### src/rtl/piso_pkg.sv
// Shared types and sizing helpers for the piso_tx serial transmitter.
package piso_pkg;

    typedef enum logic {
        IDLE  = 1'b0,
        SHIFT = 1'b1
    } state_t;

    localparam int WIDTH_DEF = 4;

    // Counter width; a two-bit word still needs one counter bit.
    function automatic int cnt_w(input int w);
        return (w < 2) ? 1 : $clog2(w);
    endfunction

endpackage

### src/rtl/piso_tx_bit_counter.sv
// Bit position counter for piso_tx: clear has priority over count enable,
// tc flags the final bit position of a word.
module bit_counter
    import piso_pkg::*;
#(
    parameter int WIDTH = WIDTH_DEF
) (
    input  logic clk,
    input  logic resetn,
    input  logic clr,
    input  logic en,
    output logic tc
);

    localparam int CW = cnt_w(WIDTH);

    logic [CW-1:0] cnt_q;
    logic [CW-1:0] cnt_d;

    always_comb begin
        cnt_d = cnt_q;
        if (clr) begin
            cnt_d = '0;
        end else if (en) begin
            cnt_d = cnt_q + CW'(1);
        end
    end

    always_ff @(posedge clk or negedge resetn) begin
        if (!resetn) begin
            cnt_q <= '0;
        end else begin
            cnt_q <= cnt_d;
        end
    end

    assign tc = (cnt_q == CW'(WIDTH - 1));

endmodule

### src/rtl/piso_tx.sv
// Parallel-in/serial-out transmitter: accepts a word on load&ready and sends
// it LSB first, one bit per enabled cycle, streaming back-to-back words.
module piso_tx
    import piso_pkg::*;
#(
    parameter int WIDTH = WIDTH_DEF
) (
    input  logic             clk,
    input  logic             resetn,
    input  logic [WIDTH-1:0] pi,
    input  logic             load,
    input  logic             en,
    output logic             ready,
    output logic             so,
    output logic             sv,
    output logic             busy,
    output logic             done
);

    state_t           state_q;
    state_t           state_d;
    logic [WIDTH-1:0] sreg_q;
    logic [WIDTH-1:0] sreg_d;

    logic tc;
    logic shifting;
    logic last;
    logic accept;

    assign shifting = (state_q == SHIFT) && en;
    assign last     = shifting && tc;
    // ready opens during the last bit so the next word follows without a gap.
    assign ready    = (state_q == IDLE) || last;
    assign accept   = load && ready;

    always_comb begin
        state_d = state_q;
        sreg_d  = sreg_q;
        if (accept) begin
            sreg_d  = pi;
            state_d = SHIFT;
        end else if (shifting) begin
            sreg_d = {1'b0, sreg_q[WIDTH-1:1]};
            if (last) begin
                state_d = IDLE;
            end
        end
    end

    always_ff @(posedge clk or negedge resetn) begin
        if (!resetn) begin
            state_q <= IDLE;
            sreg_q  <= '0;
        end else begin
            state_q <= state_d;
            sreg_q  <= sreg_d;
        end
    end

    bit_counter #(
        .WIDTH (WIDTH)
    ) u_bit_counter (
        .clk    (clk),
        .resetn (resetn),
        .clr    (accept || last),
        .en     (shifting),
        .tc     (tc)
    );

    assign busy = (state_q == SHIFT);
    assign so   = busy && sreg_q[0];
    assign sv   = shifting;
    assign done = last;

endmodule

### config.mk
export PLATFORM = sky130hd
export DESIGN_NAME = piso_tx
export DESIGN_NICKNAME = d
export VERILOG_FILES = /design/src/rtl/piso_pkg.sv /design/src/rtl/piso_tx_bit_counter.sv /design/src/rtl/piso_tx.sv
export SDC_FILE = /design/constraint.sdc
export NUM_CORES = 1
export LEC_CHECK = 0
export BUFFER_PORTS_ARGS = -buffer_cell sky130_fd_sc_hd__buf_2
export CORE_AREA = 5 5 42 44
export CTS_CLUSTER_SIZE = 16
export DETAILED_ROUTE_END_ITERATION = 8
export DIE_AREA = 0 0 47 49
export PLACE_DENSITY = 0.65
export SKIP_CTS_REPAIR_TIMING = 1
export SYNTH_ARGS = -nofsm -noshare
export SYNTH_HDL_FRONTEND = slang
export SYNTH_HIERARCHICAL = 1
export SYNTH_SLANG_ARGS = --single-unit
export TNS_END_PERCENT = 5
### constraint.sdc
create_clock -name clk -period 2.1 [get_ports clk]
set_input_delay 0.105 -clock clk [delete_from_list [all_inputs] [get_ports clk]]
set_output_delay 0.105 -clock clk [all_outputs]
set_load 0.005 [all_outputs]
Word level (Yosys, flattened, before mapping) --
Index checks and enable logic that the tools add are counted.
Word-level totals: bits in registers 7, input bits 8, output and inout bits 5, logic and storage cells 23
Cells by class: add/sub/neg operators 1, equal/unequal tests 1, mux-type cells 7, bitwise logic cells 1, reduce and logical (&&, ||, !) cells 10
Operator list (number):
- 2-to-1 mux 4 bit | 2
- nonzero test 2 bit | 3
- logical AND 1 bit | 4
- 2-to-1 mux 2 bit | 2
- 2-to-1 mux 1 bit | 3
- adder 2 x 1 -> 2 bit (second input constant) | 1
- == test 2 bit (second input constant) | 1
- logical OR 1 bit | 2
- AND reduction 2 bit | 1
- NOT 1 bit | 1

Longest topological paths before layout --
Gate-level depths: netlist of run 1.
word-level depth 6, gate-level depth with buffers 4, gate-level depth less buffers 4

By module --
Netlist of run 1, hierarchy kept.
By module, submodules not included:
- piso_tx | instances 1, cells an instance 37, area an instance 354.1 um^2, seq. area each 125.1 um^2
- bit_counter | instances 1, cells an instance 7, area an instance 88.8 um^2, seq. area each 50.0 um^2

Least setup slack after synthesis of run 1 --
No wires, ideal clock.
kind reg-to-reg, start register state_q, in the netlist busy, end register u_bit_counter.cnt_q[1], setup time 0.122 ns, arrival time 1.013 ns, data required time 1.978 ns, slack 0.964 ns, cell stages (with the launch flop) 5, buffers on the path 1, clock period less this slack 1.136 ns, cells stage by stage dfrtp_1 -> buf_2 -> and2_1 -> mux2i_1 -> nor2_1
On the way: word-level cells in the longest chain between the ends 6, elaborated cells between the ends (all ways) 8, classes of those cells mux (1); bitwise (1); reduce/logical (6)
RTL lines:
- start, declared | line piso_tx.sv:20 | state_t state_q;
- start signal, assigned | line piso_tx.sv:55 | state_q <= state_d;
- logical AND 1 bit (*) | line piso_tx.sv:30 | assign shifting = (state_q == SHIFT) && en;
- via sv | line piso_tx.sv:15 | output logic sv,
- logical AND 1 bit | line piso_tx.sv:31 | assign last = shifting && tc;
- logical OR 1 bit | line piso_tx.sv:33 | assign ready = (state_q == IDLE) || last;
- logical AND 1 bit | line piso_tx.sv:34 | assign accept = load && ready;
- logical OR 1 bit | line piso_tx.sv:65 | .clr (accept || last),
- 2-to-1 mux 2 bit or nonzero test 2 bit (tied branches)
- end signal, assigned | line piso_tx_bit_counter.sv:33 | cnt_q <= cnt_d;
- end, declared | line piso_tx_bit_counter.sv:17 | logic [CW-1:0] cnt_q;
Mark *: on every way through the listed nets, which the timed path passes. The rest lies on a longest branch. A chain may end at the register's enable or synchronous reset.

Final worst setup path of run 1 --
start register state_q, in the netlist busy, end output sv
On the way: word-level cells in the longest chain between the ends 1
RTL lines (line):
- logical AND 1 bit | piso_tx.sv:30
- end, declared | piso_tx.sv:15
Every way passes these cells.

==> results of run 1 <==
worst reg2reg max path, cell delays in order, from the launching register on:
cell and delay [ns]:
dfrtp_1 0.40, ha_1 0.25, nand2_1 0.17, mux2i_1 0.21, a21oi_1 0.10
cells by family (layout without fill, tap and decap cells):
kind of cell / after synthesis / count (layout) / share of synthesized area [%]
and+or+nand+nor: 14 / 14 / 16.4
adders and majority gates: 1 / 1 / 2.82
xor gates and xnor gates: 1 / 1 / 1.98
buffers and inverters: 5 / 19 / 6.50
DFF: 7 / 7 / 39.5
AOI/OAI and AO/OA: 8 / 8 / 11.3
muxes: 8 / 8 / 21.5
through the flow:
| step | utilization, % | hold slack (ns) |
|---|---|---|
| detailed placement | 35.8 | -0.0483 |
| global placement | 35.8 | -0.0477 |
| CTS | 37.7 | -0.316 |
| finish | 38.4 | 0.156 |
| global route | 38.4 | 0.169 |
| floorplan | - | -0.191 |
power groups by stage:
| stage | registers, W | clock network [W] | logic, W |
|---|---|---|---|
| 6_report | 0.000236 | 0.000119 | 0.000251 |
| 4_1_cts | 0.000236 | 0.000126 | 0.000253 |
| 2_1_floorplan | 0.000218 | 0 | 0.000200 |
| 3_3_place_gp | 0.000232 | 0 | 0.000248 |
| 3_5_place_dp | 0.000237 | 0 | 0.000251 |
| 5_1_grt | 0.000245 | 0.000138 | 0.000280 |
worst max-delay path by stage:
stage / end / slack [ns] / depth (start not counted)
6_report: sv / 0.77 / 2
5_1_grt: sv / 0.70 / 2
4_1_cts: done / 0.76 / 3
3_5_place_dp: sreg_q[2] / 0.86 / 4
3_3_place_gp: u_bit_counter/cnt_q[1] / 0.92 / 3
2_1_floorplan: u_bit_counter/cnt_q[1] / 0.96 / 4
cells in the mapped netlist, drive strengths merged:
master and n:
nand4 1, and2 2, nand2b 4, inv 2
ha 1, nor2 2, dfrtp 7, xnor2 1
o221ai 1, mux2i 5, mux2 3, a21oi 3
buf 3, o22ai 3, o21bai 1, and3 1
nand2 4
flip-flops by register name (all words and copies together), names as in the netlist:
name / count
busy: 1
u_bit_counter/cnt_q: 2
sreg_q: 4
routing by layer:
metal  wire length, um  vias up  part of all wire [%]  GRT usage (%)
li1                  -      181                     -              -
met1               456      174                    49           13.1
met2               396       13                    43           12.0
met3                66        2                   7.1           3.69
met4                 6        0                  0.65           5.53
met5                 0        -                     0              0
cell type report:
class	count	area, um2	area share (%)
Multi-Input combinational cell	32	239	44.4
Sequential cell	7	175	32.6
Timing Repair Buffer	13	70.1	13.0
Clock buffer	4	26.3	4.88
Tap cell	16	20.0	3.72
Inverter	2	7.51	1.40
==> flow_summary.html, run 1 <==
<table>
<tr><th>Metric</th><th>Value</th></tr>
<tr><th colspan="2">Pwr</th></tr>
<tr><td>Switching share of power</td><td>about a third</td></tr>
<tr><td>Portion of total power attributed to the clock network</td><td>around a fifth</td></tr>
<tr><td>Net switching power figure</td><td>~0.00020 W</td></tr>
<tr><td>Sequential share of power</td><td>around 40%</td></tr>
<tr><td>Leakage</td><td>0.283 nW</td></tr>
<tr><td>Overall power</td><td>roughly 0.00061 W</td></tr>
<tr><td>Share of total power in combinational logic</td><td>approximately 41%</td></tr>
<tr><td>Internal cell power</td><td>around 0.0004 W</td></tr>
<tr><td>Worst-case vdd ir drop</td><td>0.000423 V</td></tr>
<tr><td>Ratio of total power to cell area</td><td>1130 nW/um2</td></tr>
<tr><th colspan="2">Hold path</th></tr>
<tr><td>Hold Crit Endpoint</td><td>sreg_q[3]</td></tr>
<tr><td>Hold Path Class</td><td>input pin to flip-flop</td></tr>
<tr><td>Hold Path Origin</td><td>pi[3]</td></tr>
<tr><td>Number of cells traversed by the worst hold path</td><td>3</td></tr>
<tr><th colspan="2">Setup path</th></tr>
<tr><td>Kind of start point of the critical path</td><td>flip-flop</td></tr>
<tr><td>Slowest stage cell, crit path</td><td>dfrtp_1</td></tr>
<tr><td>Cell-by-cell trace of the critical path</td><td>and2_1, buf_2</td></tr>
<tr><td>Highest fanout seen on the critical path</td><td>14</td></tr>
<tr><td>Reg-to-reg endpoint</td><td>sreg_q[2]</td></tr>
<tr><td>Number of cells on the worst reg-to-reg path</td><td>4</td></tr>
<tr><td>Number of buffers and inverters on the critical path</td><td>1</td></tr>
<tr><td>Setup crit end kind</td><td>primary output</td></tr>
<tr><td>Kind of cell adding the most delay to the critical path</td><td>flip-flops</td></tr>
<tr><td>Arrival time reported for the critical path endpoint</td><td>1.23 ns</td></tr>
<tr><td>Startpoint of the most critical register-to-register path</td><td>u_bit_counter/cnt_q[0]</td></tr>
<tr><td>Launching instance or port of the critical path</td><td>busy</td></tr>
<tr><td>Crit Path Class</td><td>flip-flop to primary output</td></tr>
<tr><td>Highest cell delay on the worst timing path</td><td>approximately 0.6 ns</td></tr>
<tr><td>WP data required</td><td>about 2.0 ns</td></tr>
<tr><td>Register-to-Register Setup Slack</td><td>roughly 0.85 ns</td></tr>
<tr><th colspan="2">Clocking</th></tr>
<tr><td>Clk root buf</td><td>clkbuf_4</td></tr>
<tr><td>Clock tree from TritonCTS</td><td>yes</td></tr>
<tr><td>H-tree levels</td><td>1</td></tr>
<tr><td>Deepest clock path buffer count</td><td>2</td></tr>
<tr><td>Source-to-sink clock delay at the later pin of the worst-skew pair</td><td>roughly 0.24 ns</td></tr>
<tr><td>Clock-pin slew on the worst setup and hold paths</td><td>approximately 0.05 ns</td></tr>
<tr><td>Clock buffers created by TritonCTS</td><td>3</td></tr>
<tr><td>CTS Sinks</td><td>7</td></tr>
<tr><th colspan="2">Synthesis</th></tr>
<tr><td>Seq/Total Area, Yosys</td><td>39.5%</td></tr>
<tr><td>Yosys warns</td><td>6</td></tr>
<tr><td>Avg Synthesized Cell Area</td><td>10.1 um2</td></tr>
<tr><td>Largest cells by area after synthesis</td><td>dfrtp_1 40%, mux2i_1 11%, mux2_4 10%</td></tr>
<tr><td>Area leader, netlist</td><td>dfrtp_1</td></tr>
<tr><td>Number of unique standard cell types used by synthesis</td><td>18</td></tr>
<tr><td>Yosys top cell area share</td><td>a little under 40%</td></tr>
<tr><td>Synthesized instance count</td><td>44</td></tr>
<tr><td>Net Count, Synth</td><td>53</td></tr>
<tr><td>Number of register bits inferred by synthesis</td><td>7</td></tr>
<tr><td>Mapped Area</td><td>between 400 and 500 um2</td></tr>
<tr><th colspan="2">STA</th></tr>
<tr><td>Final critical-path setup slack</td><td>between 0.7 and 0.8 ns</td></tr>
<tr><td>Worst slew pin tran</td><td>slightly above 0.4 ns</td></tr>
<tr><td>Fmax</td><td>~0.75 GHz</td></tr>
<tr><td>RSZ-0062 raised after global routing</td><td>false</td></tr>
<tr><td>Number of endpoints with negative hold slack in the final report</td><td>0</td></tr>
<tr><td>Fin crit share</td><td>63.5%</td></tr>
<tr><td>Slew Limit Headroom</td><td>roughly 73%</td></tr>
<tr><td>Worst-case clock skew</td><td>0.00198 ns</td></tr>
<tr><td># setup viols final</td><td>0</td></tr>
<tr><td>Count of pins over their slew limit</td><td>0</td></tr>
<tr><td>Minimum period implied by the final worst setup slack</td><td>between 1 and 1.5 ns</td></tr>
<tr><td>Accumulated negative setup slack</td><td>0 ns</td></tr>
<tr><th colspan="2">Routing</th></tr>
<tr><td>DR vias</td><td>370</td></tr>
<tr><td>Remaining number of nets flagged by the antenna check after routing</td><td>0</td></tr>
<tr><td>Detailed-routing iteration count for the pre-antenna-repair pass</td><td>3</td></tr>
<tr><td>Initial drt markers</td><td>3</td></tr>
<tr><td>Routed via count divided by cell count</td><td>around 5.0</td></tr>
<tr><td>Total DRC errors in the routed layout</td><td>0</td></tr>
<tr><td>Detailed-route wire length</td><td>926 um</td></tr>
<tr><td>WL/cell</td><td>roughly 13 um</td></tr>
<tr><th colspan="2">Die</th></tr>
<tr><td>Number of placement rows</td><td>14</td></tr>
<tr><td>Vertical die dimension</td><td>~50 um</td></tr>
<tr><td>Top-level port count</td><td>13</td></tr>
<tr><td>Core area</td><td>1400 um2</td></tr>
<tr><td>Die X</td><td>47 um</td></tr>
<tr><td>Starting density of the core</td><td>approximately a third</td></tr>
<tr><td>Die area</td><td>2300 um2</td></tr>
<tr><th colspan="2">Run status</th></tr>
<tr><td>Outcome</td><td>complete, no violations</td></tr>
<tr><th colspan="2">GRT</th></tr>
<tr><td>Global routing usage summed across all routing layers</td><td>9.48%</td></tr>
<tr><td>Antenna violations before repair</td><td>0</td></tr>
<tr><td>Via count of the first global-routing pass</td><td>around 360</td></tr>
<tr><td>Wire length of the first global-routing pass</td><td>~1.6 mm</td></tr>
<tr><td>Pin count of the biggest net entering global routing</td><td>15</td></tr>
<tr><td>Remaining global-route overflow</td><td>0</td></tr>
<tr><th colspan="2">Final layout</th></tr>
<tr><td>Number of filler cells placed in the layout</td><td>155</td></tr>
<tr><td>Most common cell after layout, fill and taps aside</td><td>buf_2</td></tr>
<tr><td>Most frequent cells in the layout</td><td>12 x buf_2, 7 x dfrtp_1, 5 x mux2i_1, 4 x nand2_1, 4 x nand2b_1</td></tr>
<tr><td>Finished Cell Area</td><td>538 um2</td></tr>
<tr><td>Relative area change from synthesis to final layout</td><td>21.5%</td></tr>
<tr><td>Non-filler instance count after layout</td><td>74</td></tr>
<tr><td>Number of nets in the layout</td><td>68</td></tr>
<tr><td>Antenna cell count</td><td>0</td></tr>
<tr><td>Layout cell share with drive strength beyond 1</td><td>around 31%</td></tr>
<tr><th colspan="2">Flow run</th></tr>
<tr><td>Max-capacitance violation count</td><td>0</td></tr>
<tr><th colspan="2">Placement</th></tr>
<tr><td>HPWL after DPL</td><td>roughly 700 um</td></tr>
<tr><td>Port Buffer Count</td><td>12</td></tr>
<tr><td>Post-Place Worst Slack</td><td>between 0.8 and 0.9 ns</td></tr>
<tr><td>Placed Cells incl. Taps</td><td>69</td></tr>
<tr><td>Placement Cell Area</td><td>502 um2</td></tr>
<tr><td>Final RePlAce weighted congestion</td><td>about 0.77</td></tr>
</table>
No activity file was read; power rests on OpenSTA's default activity.
==> run 2, diff against run 1 <==
- PLACE_DENSITY: 0.65 -> 0.67
- clock period: 2.1 -> 1.2 ns (I/O delays scaled with it)
==> flow_summary.html, run 2 (synthesis results as in run 1) <==
<table>
<tr><th>Metric</th><th>Value</th></tr>
<tr><th colspan="2">GRT</th></tr>
<tr><td>Antenna violations before repair</td><td>0 (unchanged)</td></tr>
<tr><td>Via count of the first global-routing pass</td><td>380 (+5.3%)</td></tr>
<tr><td>Global routing usage summed across all routing layers</td><td>9.77% (+0.30 points)</td></tr>
<tr><td>Wire length of the first global-routing pass</td><td>1.59 mm (unchanged)</td></tr>
<tr><td>Pin count of the biggest net entering global routing</td><td>11 (-4)</td></tr>
<tr><td>Remaining global-route overflow</td><td>0 (unchanged)</td></tr>
<tr><th colspan="2">Setup path</th></tr>
<tr><td>Cell-by-cell trace of the critical path</td><td>ha_2, and3_4, buf_6</td></tr>
<tr><td>Startpoint of the most critical register-to-register path</td><td>u_bit_counter/cnt_q[1]</td></tr>
<tr><td>Highest cell delay on the worst timing path</td><td>0.38 ns (-0.21 ns)</td></tr>
<tr><td>Setup crit end kind</td><td>primary output</td></tr>
<tr><td>Number of cells on the worst reg-to-reg path</td><td>4 (unchanged)</td></tr>
<tr><td>Slowest stage cell, crit path</td><td>dfrtp_1</td></tr>
<tr><td>Kind of start point of the critical path</td><td>flip-flop</td></tr>
<tr><td>Reg-to-reg endpoint</td><td>sreg_q[2]</td></tr>
<tr><td>Register-to-Register Setup Slack</td><td>0.05 ns (-0.80 ns)</td></tr>
<tr><td>Arrival time reported for the critical path endpoint</td><td>1.13 ns (-0.10 ns)</td></tr>
<tr><td>Crit Path Class</td><td>flip-flop to primary output</td></tr>
<tr><td>WP data required</td><td>1.14 ns (-0.86 ns)</td></tr>
<tr><td>Highest fanout seen on the critical path</td><td>4 (-10)</td></tr>
<tr><th colspan="2">STA</th></tr>
<tr><td>Minimum period implied by the final worst setup slack</td><td>approximately 1.2 ns</td></tr>
<tr><td>Fin crit share</td><td>99.5%</td></tr>
<tr><td>Slew Limit Headroom</td><td>87.5% (+15 points)</td></tr>
<tr><td>Number of endpoints with negative hold slack in the final report</td><td>0 (unchanged)</td></tr>
<tr><td>Fmax</td><td>between 0.8 and 0.9 GHz</td></tr>
<tr><td>Worst slew pin tran</td><td>0.187 ns (-0.220 ns)</td></tr>
<tr><td># setup viols final</td><td>0 (unchanged)</td></tr>
<tr><td>Count of pins over their slew limit</td><td>0 (unchanged)</td></tr>
<tr><td>Worst-case clock skew</td><td>0.000899 ns (-0.00109 ns)</td></tr>
<tr><td>RSZ-0062 raised after global routing</td><td>true</td></tr>
<tr><td>Accumulated negative setup slack</td><td>0 ns (unchanged)</td></tr>
<tr><th colspan="2">Pwr</th></tr>
<tr><td>Internal cell power</td><td>0.000817 W (+100%)</td></tr>
<tr><td>Switching share of power</td><td>32.3% (-1.5 points)</td></tr>
<tr><td>Ratio of total power to cell area</td><td>2030 nW/um2 (+80%)</td></tr>
<tr><td>Sequential share of power</td><td>33.1% (-5.9 points)</td></tr>
<tr><td>Net switching power figure</td><td>0.000389 W (+90%)</td></tr>
<tr><td>Portion of total power attributed to the clock network</td><td>18.5% (-1.1 points)</td></tr>
<tr><td>Leakage</td><td>0.305 nW (+7.8%)</td></tr>
<tr><td>Worst-case vdd ir drop</td><td>0.000776 V (+83%)</td></tr>
<tr><td>Share of total power in combinational logic</td><td>48.4% (+7.0 points)</td></tr>
<tr><th colspan="2">Clocking</th></tr>
<tr><td>Clock tree from TritonCTS</td><td>yes</td></tr>
<tr><td>Clk root buf</td><td>clkbuf_4</td></tr>
<tr><td>Clock-pin slew on the worst setup and hold paths</td><td>0.05 ns (about the same)</td></tr>
<tr><td>Deepest clock path buffer count</td><td>2 (unchanged)</td></tr>
<tr><td>Clock buffers created by TritonCTS</td><td>3 (unchanged)</td></tr>
<tr><td>CTS Sinks</td><td>7 (unchanged)</td></tr>
<tr><td>Source-to-sink clock delay at the later pin of the worst-skew pair</td><td>0.25 ns (about the same)</td></tr>
<tr><td>H-tree levels</td><td>1 (unchanged)</td></tr>
<tr><th colspan="2">Final layout</th></tr>
<tr><td>Relative area change from synthesis to final layout</td><td>34.5%</td></tr>
<tr><td>Flip-flop count of the largest register after layout</td><td>4 (unchanged)</td></tr>
<tr><td>Number of filler cells placed in the layout</td><td>150 (-3.2%)</td></tr>
<tr><td>Most frequent cells in the layout</td><td>10 x buf_2, 6 x dfrtp_1, 5 x mux2i_1, 4 x nand2_1, 4 x nand2b_1</td></tr>
<tr><td>Layout cell share with drive strength beyond 1</td><td>41.9% (+11 points)</td></tr>
<tr><td>Number of nets in the layout</td><td>72 (+5.9%)</td></tr>
<tr><td>Largest register by flop count</td><td>sreg_q</td></tr>
<tr><td>Antenna cell count</td><td>0 (unchanged)</td></tr>
<tr><td>Most common cell after layout, fill and taps aside</td><td>buf_2</td></tr>
<tr><td>Finished Cell Area</td><td>596 um2 (+11%)</td></tr>
<tr><th colspan="2">Routing</th></tr>
<tr><td>Total DRC errors in the routed layout</td><td>0 (unchanged)</td></tr>
<tr><td>Initial drt markers</td><td>3 (unchanged)</td></tr>
<tr><td>WL/cell</td><td>12.1 um (-3.2%)</td></tr>
<tr><td>Routed via count divided by cell count</td><td>4.81 (-3.8%)</td></tr>
<tr><td>DR vias</td><td>375 (+1.4%)</td></tr>
<tr><td>Detailed-routing iteration count for the pre-antenna-repair pass</td><td>3 (unchanged)</td></tr>
<tr><td>Detailed-route wire length</td><td>945 um (+2.1%)</td></tr>
<tr><td>Remaining number of nets flagged by the antenna check after routing</td><td>0 (unchanged)</td></tr>
<tr><th colspan="2">Die</th></tr>
<tr><td>Number of placement rows</td><td>14 (unchanged)</td></tr>
<tr><td>Die X</td><td>47 um (unchanged)</td></tr>
<tr><td>Die area</td><td>2300 um2 (unchanged)</td></tr>
<tr><td>Core area</td><td>1400 um2 (unchanged)</td></tr>
<tr><td>Top-level port count</td><td>13 (unchanged)</td></tr>
<tr><td>Starting density of the core</td><td>31.6% (unchanged)</td></tr>
<tr><td>Vertical die dimension</td><td>49 um (unchanged)</td></tr>
<tr><th colspan="2">Placement</th></tr>
<tr><td>Placement Cell Area</td><td>517 um2 (+3.0%)</td></tr>
<tr><td>Port Buffer Count</td><td>12 (unchanged)</td></tr>
<tr><td>Final RePlAce weighted congestion</td><td>0.717 (-6.4%)</td></tr>
<tr><td>HPWL after DPL</td><td>700 um (-0.47%)</td></tr>
<tr><th colspan="2">Hold path</th></tr>
<tr><td>Number of cells traversed by the worst hold path</td><td>3 (unchanged)</td></tr>
<tr><td>Hold Path Class</td><td>input pin to flip-flop</td></tr>
<tr><td>Hold Path Origin</td><td>pi[3]</td></tr>
<tr><td>Hold Crit Endpoint</td><td>sreg_q[3]</td></tr>
<tr><th colspan="2">Run status</th></tr>
<tr><td>Outcome</td><td>complete, no violations</td></tr>
<tr><th colspan="2">Flow run</th></tr>
<tr><td>Max-capacitance violation count</td><td>0 (unchanged)</td></tr>
</table>
==> run 2: cell types whose count changed in the layout (fill, tap and decap cells not counted) <==
cell / change
and3_4: +1
and2_1: -1
dfrtp_1: -1
buf_2: -2
ha_1: -1
dfrtp_2: +1
buf_6: +3
and3_1: -1
buf_4: +3
and2_4: +1
ha_2: +1
==> run 2: critical path: cells and delay by family (launching register included) <==
kind	cells	cell delay, ns
flops	1	0.38
fa+ha+maj	1	0.21
simple gates	1	0.19
buf+inv	1	0.11
==> run 2: metrics by stage <==
step                cells  hold slack (ns)  setup slack [ns]  power, W  utilization (%)
floorplan              44           -0.236            0.0644  0.000731                -
global placement       71          -0.0955            0.0309  0.000871             36.9
detailed placement     71          -0.0939           0.00702  0.000883             36.9
CTS                    75           -0.372           -0.0703   0.00111             38.8
global route           78            0.111           -0.0676   0.00132             42.5
finish                 78           0.0800           0.00619   0.00121             42.5
==> run 2: metal layers <==
metal | part of all wire [%] | wire length [um] | track usage, %
met1 | 48 | 452 | 13.0
met2 | 40 | 374 | 12.0
met3 | 9.5 | 90 | 4.43
met4 | 3.1 | 29 | 6.91
met5 | 0 | 0 | 0
==> run 2: cell type report <==
class	instances	area (um2)	area share [%]
inverter	2	7.51	1.26
timing repair buffer	17	116	19.5
multi-input combinational	32	249	41.8
tap	16	20.0	3.36
sequential	7	176	29.6
clock buffer	4	26.3	4.41
==> run 2: worst max path at each step <==
stage	startpoint	depth (start not counted)	endpoint
floorplan	busy	4	u_bit_counter/cnt_q[1]
global placement	u_bit_counter/cnt_q[0]	4	sreg_q[2]
detailed placement	u_bit_counter/cnt_q[0]	4	sreg_q[2]
CTS	u_bit_counter/cnt_q[0]	3	done
global route	u_bit_counter/cnt_q[1]	4	sreg_q[1]
finish	u_bit_counter/cnt_q[1]	3	done
==> run 2: power by group through the flow <==
stage / clock network [W] / logic, W / registers [W]
finish: 0.000224 / 0.000584 / 0.000399
global placement: 0 / 0.000478 / 0.000393
CTS: 0.000230 / 0.000487 / 0.000395
floorplan: 0 / 0.000350 / 0.000381
global route: 0.000249 / 0.000661 / 0.000411
detailed placement: 0 / 0.000484 / 0.000399
